`config.mk`:
```
export PLATFORM = sky130hd
export DESIGN_NAME = uart_rx_latch
export DESIGN_NICKNAME = d
export VERILOG_FILES = /design/src/rtl/uart_pkg.sv /design/src/rtl/uart_rx_core.sv /design/src/rtl/uart_rx_latch.sv
export SDC_FILE = /design/constraint.sdc
export NUM_CORES = 1
export LEC_CHECK = 0
export ABC_AREA = 0
export CAP_MARGIN = 20
export CORE_ASPECT_RATIO = 0.9
export CORE_MARGIN = 5
export CORE_UTILIZATION = 50
export DETAILED_ROUTE_END_ITERATION = 7
export HOLD_SLACK_MARGIN = 0.02
export PLACE_DENSITY = 0.69
export REMOVE_ABC_BUFFERS = 1
export SKIP_CTS_REPAIR_TIMING = 1
export SYNTH_ARGS = -nofsm -noshare
export SYNTH_HDL_FRONTEND = slang
export SYNTH_SLANG_ARGS = --single-unit
```
`constraint.sdc`:
```
create_clock -name clk -period 5.4 [get_ports clk]
set_input_delay 0.81 -clock clk [delete_from_list [all_inputs] [get_ports clk]]
set_output_delay 0.81 -clock clk [all_outputs]
set_load 0.02 [all_outputs]
```
`src/rtl/uart_pkg.sv`:
```
// rtl/uart_pkg.sv - shared UART RX state type and constants; UART_RX_PARITY_EN adds the PARITY state
package uart_pkg;

  localparam int DEFAULT_CLKS_PER_BIT = 5208;  // 50 MHz / 9600 baud
  localparam int SEL_BIT              = 7;     // received bit that picks latch A (0) or B (1)

`ifdef UART_RX_PARITY_EN
  typedef enum logic [2:0] {
    IDLE    = 3'd0,
    START   = 3'd1,
    DATA    = 3'd2,
    PARITY  = 3'd3,
    STOP    = 3'd4,
    RECOVER = 3'd5
  } rx_state_t;
`else
  typedef enum logic [2:0] {
    IDLE    = 3'd0,
    START   = 3'd1,
    DATA    = 3'd2,
    STOP    = 3'd3,
    RECOVER = 3'd4
  } rx_state_t;
`endif

endpackage

```
`src/rtl/uart_rx_core.sv`:
```
// rtl/uart_rx_core.sv - UART deserializer (sync, FSM, bit timer, shift reg); UART_RX_PARITY_EN adds even parity
module uart_rx_core
  import uart_pkg::*;
#(
  parameter int CLKS_PER_BIT = DEFAULT_CLKS_PER_BIT
) (
  input  logic       clk,
  input  logic       reset,
  input  logic       rx,
  output logic [7:0] rx_byte,
  output logic       good_stb,
  output logic       ferr_stb
`ifdef UART_RX_PARITY_EN
  ,
  output logic       perr_stb
`endif
);

  localparam int            TW      = $clog2(CLKS_PER_BIT);
  localparam logic [TW-1:0] FULL_M1 = TW'(CLKS_PER_BIT - 1);
  localparam logic [TW-1:0] HALF_M1 = TW'(CLKS_PER_BIT / 2 - 1);

  logic          rx_meta, rx_s;
  logic [1:0]    sync_age;
  logic          armed;
  rx_state_t     state, state_d;
  logic [TW-1:0] timer, timer_d;
  logic [2:0]    bit_cnt, bit_cnt_d;
  logic [7:0]    shreg, shreg_d;
`ifdef UART_RX_PARITY_EN
  logic          par_bad, par_bad_d;
`endif

  assign rx_byte = shreg;

  // Synchronize rx; start detection is armed only once a real high level has
  // propagated after reset, so a reset that lands mid-frame cannot fake a start bit.
  always_ff @(posedge clk) begin
    if (reset) begin
      rx_meta  <= 1'b1;
      rx_s     <= 1'b1;
      sync_age <= 2'b00;
      armed    <= 1'b0;
    end else begin
      rx_meta  <= rx;
      rx_s     <= rx_meta;
      sync_age <= {sync_age[0], 1'b1};
      armed    <= armed | (sync_age[1] & rx_s);
    end
  end

  // FSM state, bit timer, bit counter and shift register
  always_ff @(posedge clk) begin
    if (reset) begin
      state   <= IDLE;
      timer   <= '0;
      bit_cnt <= '0;
      shreg   <= '0;
`ifdef UART_RX_PARITY_EN
      par_bad <= 1'b0;
`endif
    end else begin
      state   <= state_d;
      timer   <= timer_d;
      bit_cnt <= bit_cnt_d;
      shreg   <= shreg_d;
`ifdef UART_RX_PARITY_EN
      par_bad <= par_bad_d;
`endif
    end
  end

  // Next-state logic; the timer is cleared at every sample point so it never wraps mid-bit
  always_comb begin
    state_d   = state;
    timer_d   = timer + TW'(1);
    bit_cnt_d = bit_cnt;
    shreg_d   = shreg;
    good_stb  = 1'b0;
    ferr_stb  = 1'b0;
`ifdef UART_RX_PARITY_EN
    par_bad_d = par_bad;
    perr_stb  = 1'b0;
`endif
    case (state)
      IDLE: begin
        timer_d = '0;
        if (!rx_s && armed) state_d = START;
      end
      START: begin
        if (timer == HALF_M1) begin
          timer_d   = '0;
          bit_cnt_d = '0;
          state_d   = rx_s ? IDLE : DATA;
        end
      end
      DATA: begin
        if (timer == FULL_M1) begin
          timer_d   = '0;
          shreg_d   = {rx_s, shreg[7:1]};
          bit_cnt_d = bit_cnt + 3'd1;
`ifdef UART_RX_PARITY_EN
          if (bit_cnt == 3'd7) state_d = PARITY;
`else
          if (bit_cnt == 3'd7) state_d = STOP;
`endif
        end
      end
`ifdef UART_RX_PARITY_EN
      PARITY: begin
        if (timer == FULL_M1) begin
          timer_d   = '0;
          par_bad_d = rx_s ^ (^shreg);
          state_d   = STOP;
        end
      end
`endif
      STOP: begin
        if (timer == FULL_M1) begin
          timer_d = '0;
          if (rx_s) begin
            state_d  = IDLE;
`ifdef UART_RX_PARITY_EN
            good_stb = !par_bad;
            perr_stb = par_bad;
`else
            good_stb = 1'b1;
`endif
          end else begin
            state_d  = RECOVER;
            ferr_stb = 1'b1;
          end
        end
      end
      RECOVER: begin
        timer_d = '0;
        if (rx_s) state_d = IDLE;
      end
      default: begin
        state_d = IDLE;
        timer_d = '0;
      end
    endcase
  end

endmodule

```
`src/rtl/uart_rx_latch.sv`:
```
// rtl/uart_rx_latch.sv - UART byte receiver steering the low nibble into latch A or B; UART_RX_PARITY_EN adds par_err
module uart_rx_latch
  import uart_pkg::*;
#(
  parameter int CLKS_PER_BIT = DEFAULT_CLKS_PER_BIT
) (
  input  logic       clk,
  input  logic       reset,
  input  logic       rx,
  output logic [3:0] q_a,
  output logic [3:0] q_b,
  output logic [7:0] rx_data,
  output logic       rx_valid,
  output logic       frame_err
`ifdef UART_RX_PARITY_EN
  ,
  output logic       par_err
`endif
);

  logic [7:0] rx_byte;
  logic       good_stb, ferr_stb;
`ifdef UART_RX_PARITY_EN
  logic       perr_stb;
`endif

  uart_rx_core #(.CLKS_PER_BIT(CLKS_PER_BIT)) u_core (
    .clk      (clk),
    .reset    (reset),
    .rx       (rx),
    .rx_byte  (rx_byte),
    .good_stb (good_stb),
    .ferr_stb (ferr_stb)
`ifdef UART_RX_PARITY_EN
    ,
    .perr_stb (perr_stb)
`endif
  );

  // Register the status pulses and, on a good byte only, the data and the selected latch
  always_ff @(posedge clk) begin
    if (reset) begin
      q_a       <= '0;
      q_b       <= '0;
      rx_data   <= '0;
      rx_valid  <= 1'b0;
      frame_err <= 1'b0;
`ifdef UART_RX_PARITY_EN
      par_err   <= 1'b0;
`endif
    end else begin
      rx_valid  <= good_stb;
      frame_err <= ferr_stb;
`ifdef UART_RX_PARITY_EN
      par_err   <= perr_stb;
`endif
      if (good_stb) begin
        rx_data <= rx_byte;
        if (rx_byte[SEL_BIT]) q_b <= rx_byte[3:0];
        else                  q_a <= rx_byte[3:0];
      end
    end
  end

endmodule

```
[Yosys cells after proc, flatten, opt, wreduce, memory -nomap -nowiden]
Index checks and enable logic that the tools add are counted.
Storage, ports and cells
  flip-flop bits (word level): 50
  bits in latches: 0
  RAM bits: 0
  bits in read-only memories: 0
  input bits: 3
  output and inout port bits: 18
  memories: 0
Cells by class
  add/sub/neg operators: 2
  multipliers: 0
  div/mod/pow operators: 0
  order comparisons: 0
  equality and inequality tests: 13
  shift operators: 0
  mux-type cells: 20
  bitwise logic cells: 5
  reduce and logical (&&, ||, !) cells: 11
Operators by type and width (count)
  $mux 3: 9
  $mux 13: 2
  $pmux 13 s2: 1
  $pmux 3 s5: 1
  $add 13x1->13 const B: 1
  $eq 13x12->1 const B: 1
  $eq 13x13->1 const B: 1
  $ne 2x1->1 const B: 6
  $eq 3x2->1 const B: 2
  $eq 3x3->1 const B: 2
  $pmux 3 s2: 1
  $reduce_and 2->1: 3
  $reduce_and 6->1: 1
  $mux 1: 5
  $add 3x1->3 const B: 1
  $eq 3x1->1 const B: 1
  $logic_not 3->1: 1
  $not 1->1: 3
  $reduce_and 3->1: 1
  $reduce_or 3->1: 1
  $mux 2: 1
  $reduce_bool 2->1: 1
  $reduce_or 2->1: 1
  $and 1x1->1: 1
  other kinds (3): 3

[Longest topological paths before layout]
  depth after elaboration: 4
  mapped depth: 7
  depth with buffers taken out: 7

[Modules after synthesis]
Synthesis repeated with hierarchy kept, for this count alone.
Second synthesis, totals
  cell total of the unflattened synthesis: 210
  area total of the unflattened synthesis: 2120.8 um^2
By module, submodules not included
  uart_rx_core: instances 1, cells an instance 146, area an instance 1422.6 um^2, seq. area each 640.6 um^2
  uart_rx_latch: instances 1, cells an instance 64, area an instance 698.2 um^2, seq. area each 360.3 um^2

[Worst setup path after synthesis]
Ideal clock, no wire load.
  kind: reg-to-reg
  start: register u_core.timer[0]
  end: register u_core.timer[10]
  data arrival time: 1.948 ns
  required time: 5.283 ns
  slack: 3.335 ns
  cell stages (with the launch flop): 8
  path buffers: 1
  clock period less this slack: 2.065 ns
  cell sequence: dfxtp_1 -> ha_1 -> or3b_1 -> nor4_4 -> o22ai_1 -> o211ai_1 -> buf_2 -> nor2_1
On the way
  longest elaborated chain between the ends: 3
Ends and longest elaborated chain
  start, declared: line uart_rx_core.sv:27  | logic [TW-1:0] timer, timer_d;
  start signal, assigned: line uart_rx_core.sv:64  | timer <= timer_d;
  $add 13x1->13, or another cell as far along: line uart_rx_core.sv:76  | timer_d = timer + TW'(1);
  $mux 13 (on tied branches): line uart_rx_core.sv:98, uart_rx_core.sv:119, uart_rx_core.sv:91
  $pmux 13 s2 (*): line uart_rx_core.sv:85  | case (state)
Mark *: on every way between the ends. The rest lies on a longest branch, timed or not.
A chain may end at the register's enable or synchronous reset.

[Worst setup path after layout]
  start: register u_core.timer[0]
  end: register q_a[2]
On the way
  longest elaborated chain between the ends: 4
Ends and longest elaborated chain
  $eq 13x13->1: line uart_rx_core.sv:119  | if (timer == FULL_M1) begin
  $mux 1: line uart_rx_core.sv:119
  $mux 1: line uart_rx_core.sv:85
  $reduce_and 2->1 (no line)
  end signal, assigned: line uart_rx_latch.sv:60  | else q_a <= rx_byte[3:0];
  end, declared: line uart_rx_latch.sv:10  | output logic [3:0] q_a,
Every way passes these cells.

==> results.txt <==
* Result of the run: finished clean
- Summing the areas of all compound-gate instances in the mapped netlist gives 7.22% of the synthesized area.
* Upper clock frequency limit: 393 MHz
- The first routing iteration left 121 violations.
* Sum of routed wire length over all layers: 3.68 mm
* Clock tree from TritonCTS: built
- Of the available clock period, the critical path in the final layout requires between 40% and 50%.
- Commonest cells after routing, fill and taps aside: sky130_fd_sc_hd__dfxtp_1 (50), sky130_fd_sc_hd__nor2_1 (37), sky130_fd_sc_hd__nand2_1 (23), sky130_fd_sc_hd__clkdlybuf4s50_1 (20), sky130_fd_sc_hd__a21oi_1 (16)
* Core area: 3780 sq um
- Leaving out filler cells and counting taps, the final layout contains between 200 and 300.
- Data required time at the worst endpoint: 5620 ps
- Share of total power in combinational logic: approximately 1.6%
- The final layout contains between 200 and 250 nets.
- Multiplexer cells account for 7.04% of the synthesized area.
- HP Class: register to register
* Area Overhead vs Synth: 16.6%
- Die span in x: between 70 and 80 um
- The netlist uses 36 different library cells.
- Die Height: 69.9 um
- Number of antenna violations at the first check in global routing: 0
- Of the synthesized area, sequential elements account for roughly 50%.
- Unrepaired setup endpoints after global routing: false
- For this design the ratio of total power to cell area is between 200 and 300 nW/um^2.
* Clock Path Buffers: 2
- Largest area contributor in the synthesized netlist: sky130_fd_sc_hd__dfxtp_1
* Switching power share of the total: 18.7%
* Maxcap violations: 0
- The clock arrives with 3.60 ps of skew.
- Data on the critical path arrives at its endpoint at 2770 ps.
* Hold violation total from the final report: 0
- Once the floorplan was initialized, standard cells occupied 52.6% of the core.
- The share of synthesized area in the top cell type comes to 50.3%.
- Min Tclk post-route: 2550 ps
* Global-route wire length before repair: between 6 and 7 mm
- Summed over all failing endpoints, the final setup total negative slack is 0 ps.
- The repair_antennas step left the layout with diodes totalling 0.
- The clock network burns 39.4% of the power.
- In the routed design, unresolved DRC markers number 0.
* Cells after synthesis: 217
- Routability congestion estimate: 0.890
- Number of top-level pins: 21
* Synthesized-area fraction occupied by and/or/nand/nor cells: 26.1%
- The HPWL after detailed placement is 2.59 mm.
- Via density per instance: 5.34
- Net load switching power: ~0.12 mW
* Placed Instances: 274
- Of all nets on the critical path, the largest fanout is 17.
- Counting flops and latches in the post-synthesis netlist gives 50.
- Once layout is complete, the utilization of the core stands at between 60% and 70%.
- Averaged over all synthesized cells, the footprint is just over 9 sq um.
* Clk Latency, worst-skew pair: 290 ps
- Clock-pin slew of the registers on the worst-case setup and hold paths: 80 ps
- Setup slack of the most critical reg-to-reg path: 2850 ps
- Static power due to leakage: 0.868 nW
- Total Routing Usage GR: between 10 and 15%
- Fraction of final layout cells with drive strength greater than 1: 6.36%
* Post-synthesis share of cell area spent on full adders, half adders and majority gates: 1.88%
* Post-synthesis instance area: between 1500 and 2000 sq um
* Worst slew margin relative to its limit: 36.1%
- Cell-internal power: 0.513 mW
- Leftover overflow at the end of global routing: 0
- The number of slew-limit violations in the final report came to 0.
- Buffers inserted during clock tree synthesis total 5.
- The count of buffers added on input and output ports is 20.
- Most common cell after layout, fill and taps aside: sky130_fd_sc_hd__dfxtp_1
* Total vias in the final route: 1505
- Highest ir drop seen on vdd: 0.180 mV
* Clk Tree Root Cell: sky130_fd_sc_hd__clkbuf_8
- The die covers between 5000 and 6000 sq um.
* TritonRoute pass-1 iters: 4
- Row count: 21
- Final setup violation count: 0
* Fraction of synthesized cell area in xor and xnor cells: 4.84%
- The count of nets left with antenna violations once routing finished came out at 0.
* Dominant cells by area after synthesis: sky130_fd_sc_hd__dfxtp_1 (50%), sky130_fd_sc_hd__mux2i_1 (7.0%), sky130_fd_sc_hd__nor2_1 (7.0%)
* CTS H-Tree Depth: 2
* Clock Sinks: 50
* Part of the total power dissipated in sequential elements: 59.0%
- During synthesis, Yosys emitted a total of 0 warnings.
* Critical path class: register to register
- Dominant combinational cell family by area after synthesis: simple AND/OR/NAND/NOR gates
* Slew @ Worst Pin: 955 ps
* Pin count of the biggest net entering global routing: 39
* Per-cell routed wire length: 13.0 um
- STA classifies the critical path endpoint as a register.
- The worst setup path is launched from a register.
* Via count of the first global-routing pass: 1420
-- registers in the layout, indices dropped and copies added, names as in the netlist --
| signal | count |
|---|---|
| u_core.timer | 13 |
| rx_data | 8 |
| u_core.rx_byte | 8 |
| q_a | 4 |
| q_b | 4 |
| u_core.bit_cnt | 3 |
| u_core.state | 3 |
| u_core.sync_age | 2 |
| frame_err | 1 |
| rx_valid | 1 |
| u_core.armed | 1 |
| u_core.rx_meta | 1 |
| u_core.rx_s | 1 |
-- stage by stage --
step / hold slack (ps) / power (mW) / worst slack [ps] / cell area, sq um
5_1_grt: 443 / 0.654 / 2550 / 2320
4_1_cts: 418 / 0.638 / 2850 / 2320
2_1_floorplan: 389 / 0.384 / 3140 / 1950
3_3_place_gp: 393 / 0.390 / 2940 / 2220
3_5_place_dp: 398 / 0.391 / 2860 / 2220
6_report: 420 / 0.631 / 2850 / 2320
-- kinds of logic after synthesis --
group                    count (synthesis)
AND/OR/NAND/NOR                        100
flip-flops                              50
AO/OA/AOI/OAI                           26
multiplexers                            14
buffers and inverters                   13
XOR/XNOR                                11
adder cells (fa/ha/maj)                  3
-- worst paths after layout --
path,end,cells past startpoint,from
worst max-delay path,q_a[2]$_SDFFE_PP0P_,6,u_core.timer[0]$_SDFF_PP0_
worst min-delay path,u_core.rx_s$_SDFF_PP1_,1,u_core.rx_meta$_SDFF_PP1_
worst max register to register,q_a[2]$_SDFFE_PP0P_,6,u_core.timer[0]$_SDFF_PP0_
worst min register to register,u_core.rx_s$_SDFF_PP1_,1,u_core.rx_meta$_SDFF_PP1_
-- power by group through the flow --
stage	clock [mW]	combinational (mW)	sequential [mW]
global route	0.270	0.0114	0.373
CTS	0.256	0.0101	0.372
global placement	0	0.00946	0.381
floorplan	0	0.00355	0.380
finish	0.248	0.0102	0.372
detailed placement	0	0.0101	0.381
-- final cells by class --
type / instances / area [sq um]
Multi-Input combinational cell: 154 / 938
Clock inverter: 1 / 30.0
Inverter: 3 / 11.3
Fill cell: 317 / 1460
Sequential cell: 50 / 1000
Tap cell: 46 / 57.6
Clock buffer: 7 / 76.3
Timing Repair Buffer: 21 / 208
-- worst max-delay path: stages, from the launching register on --
cell,delay (ps)
sky130_fd_sc_hd__dfxtp_1,380
sky130_fd_sc_hd__ha_1,230
sky130_fd_sc_hd__or3b_1,430
sky130_fd_sc_hd__nor4_4,410
sky130_fd_sc_hd__nand3_2,420
sky130_fd_sc_hd__or3b_1,480
sky130_fd_sc_hd__a21oi_1,120
-- synthesized netlist by cell type, drive strengths merged --
library cell  number
or2                2
or4b               2
nor2              37
nor2b              1
a21oi             16
inv                3
clkbuf             7
ha                 3
nand2b             4
or3b               6
buf                3
o211ai             2
nor4b              1
xnor2              5
o221ai             1
nand2             23
o21ai              5
or4                1
mux2i             14
a31o               1
and3               3
nor3               1
o22ai              1
nor4               2
and2               1
nand4              3
dfxtp             50
nand3b             1
nand3             10
nand4b             1
and4               1
xor2               6
-- routing by layer --
layer / track usage (%) / up-vias / share of wire, %
met5: 0 / - / 0
li1: - / 776 / -
met2: 23.0 / 35 / 45
met3: 3.73 / 4 / 4.8
met1: 18.9 / 690 / 49
met4: 4.85 / 0 / 0.90
No activity file was read; power rests on OpenSTA's default activity.
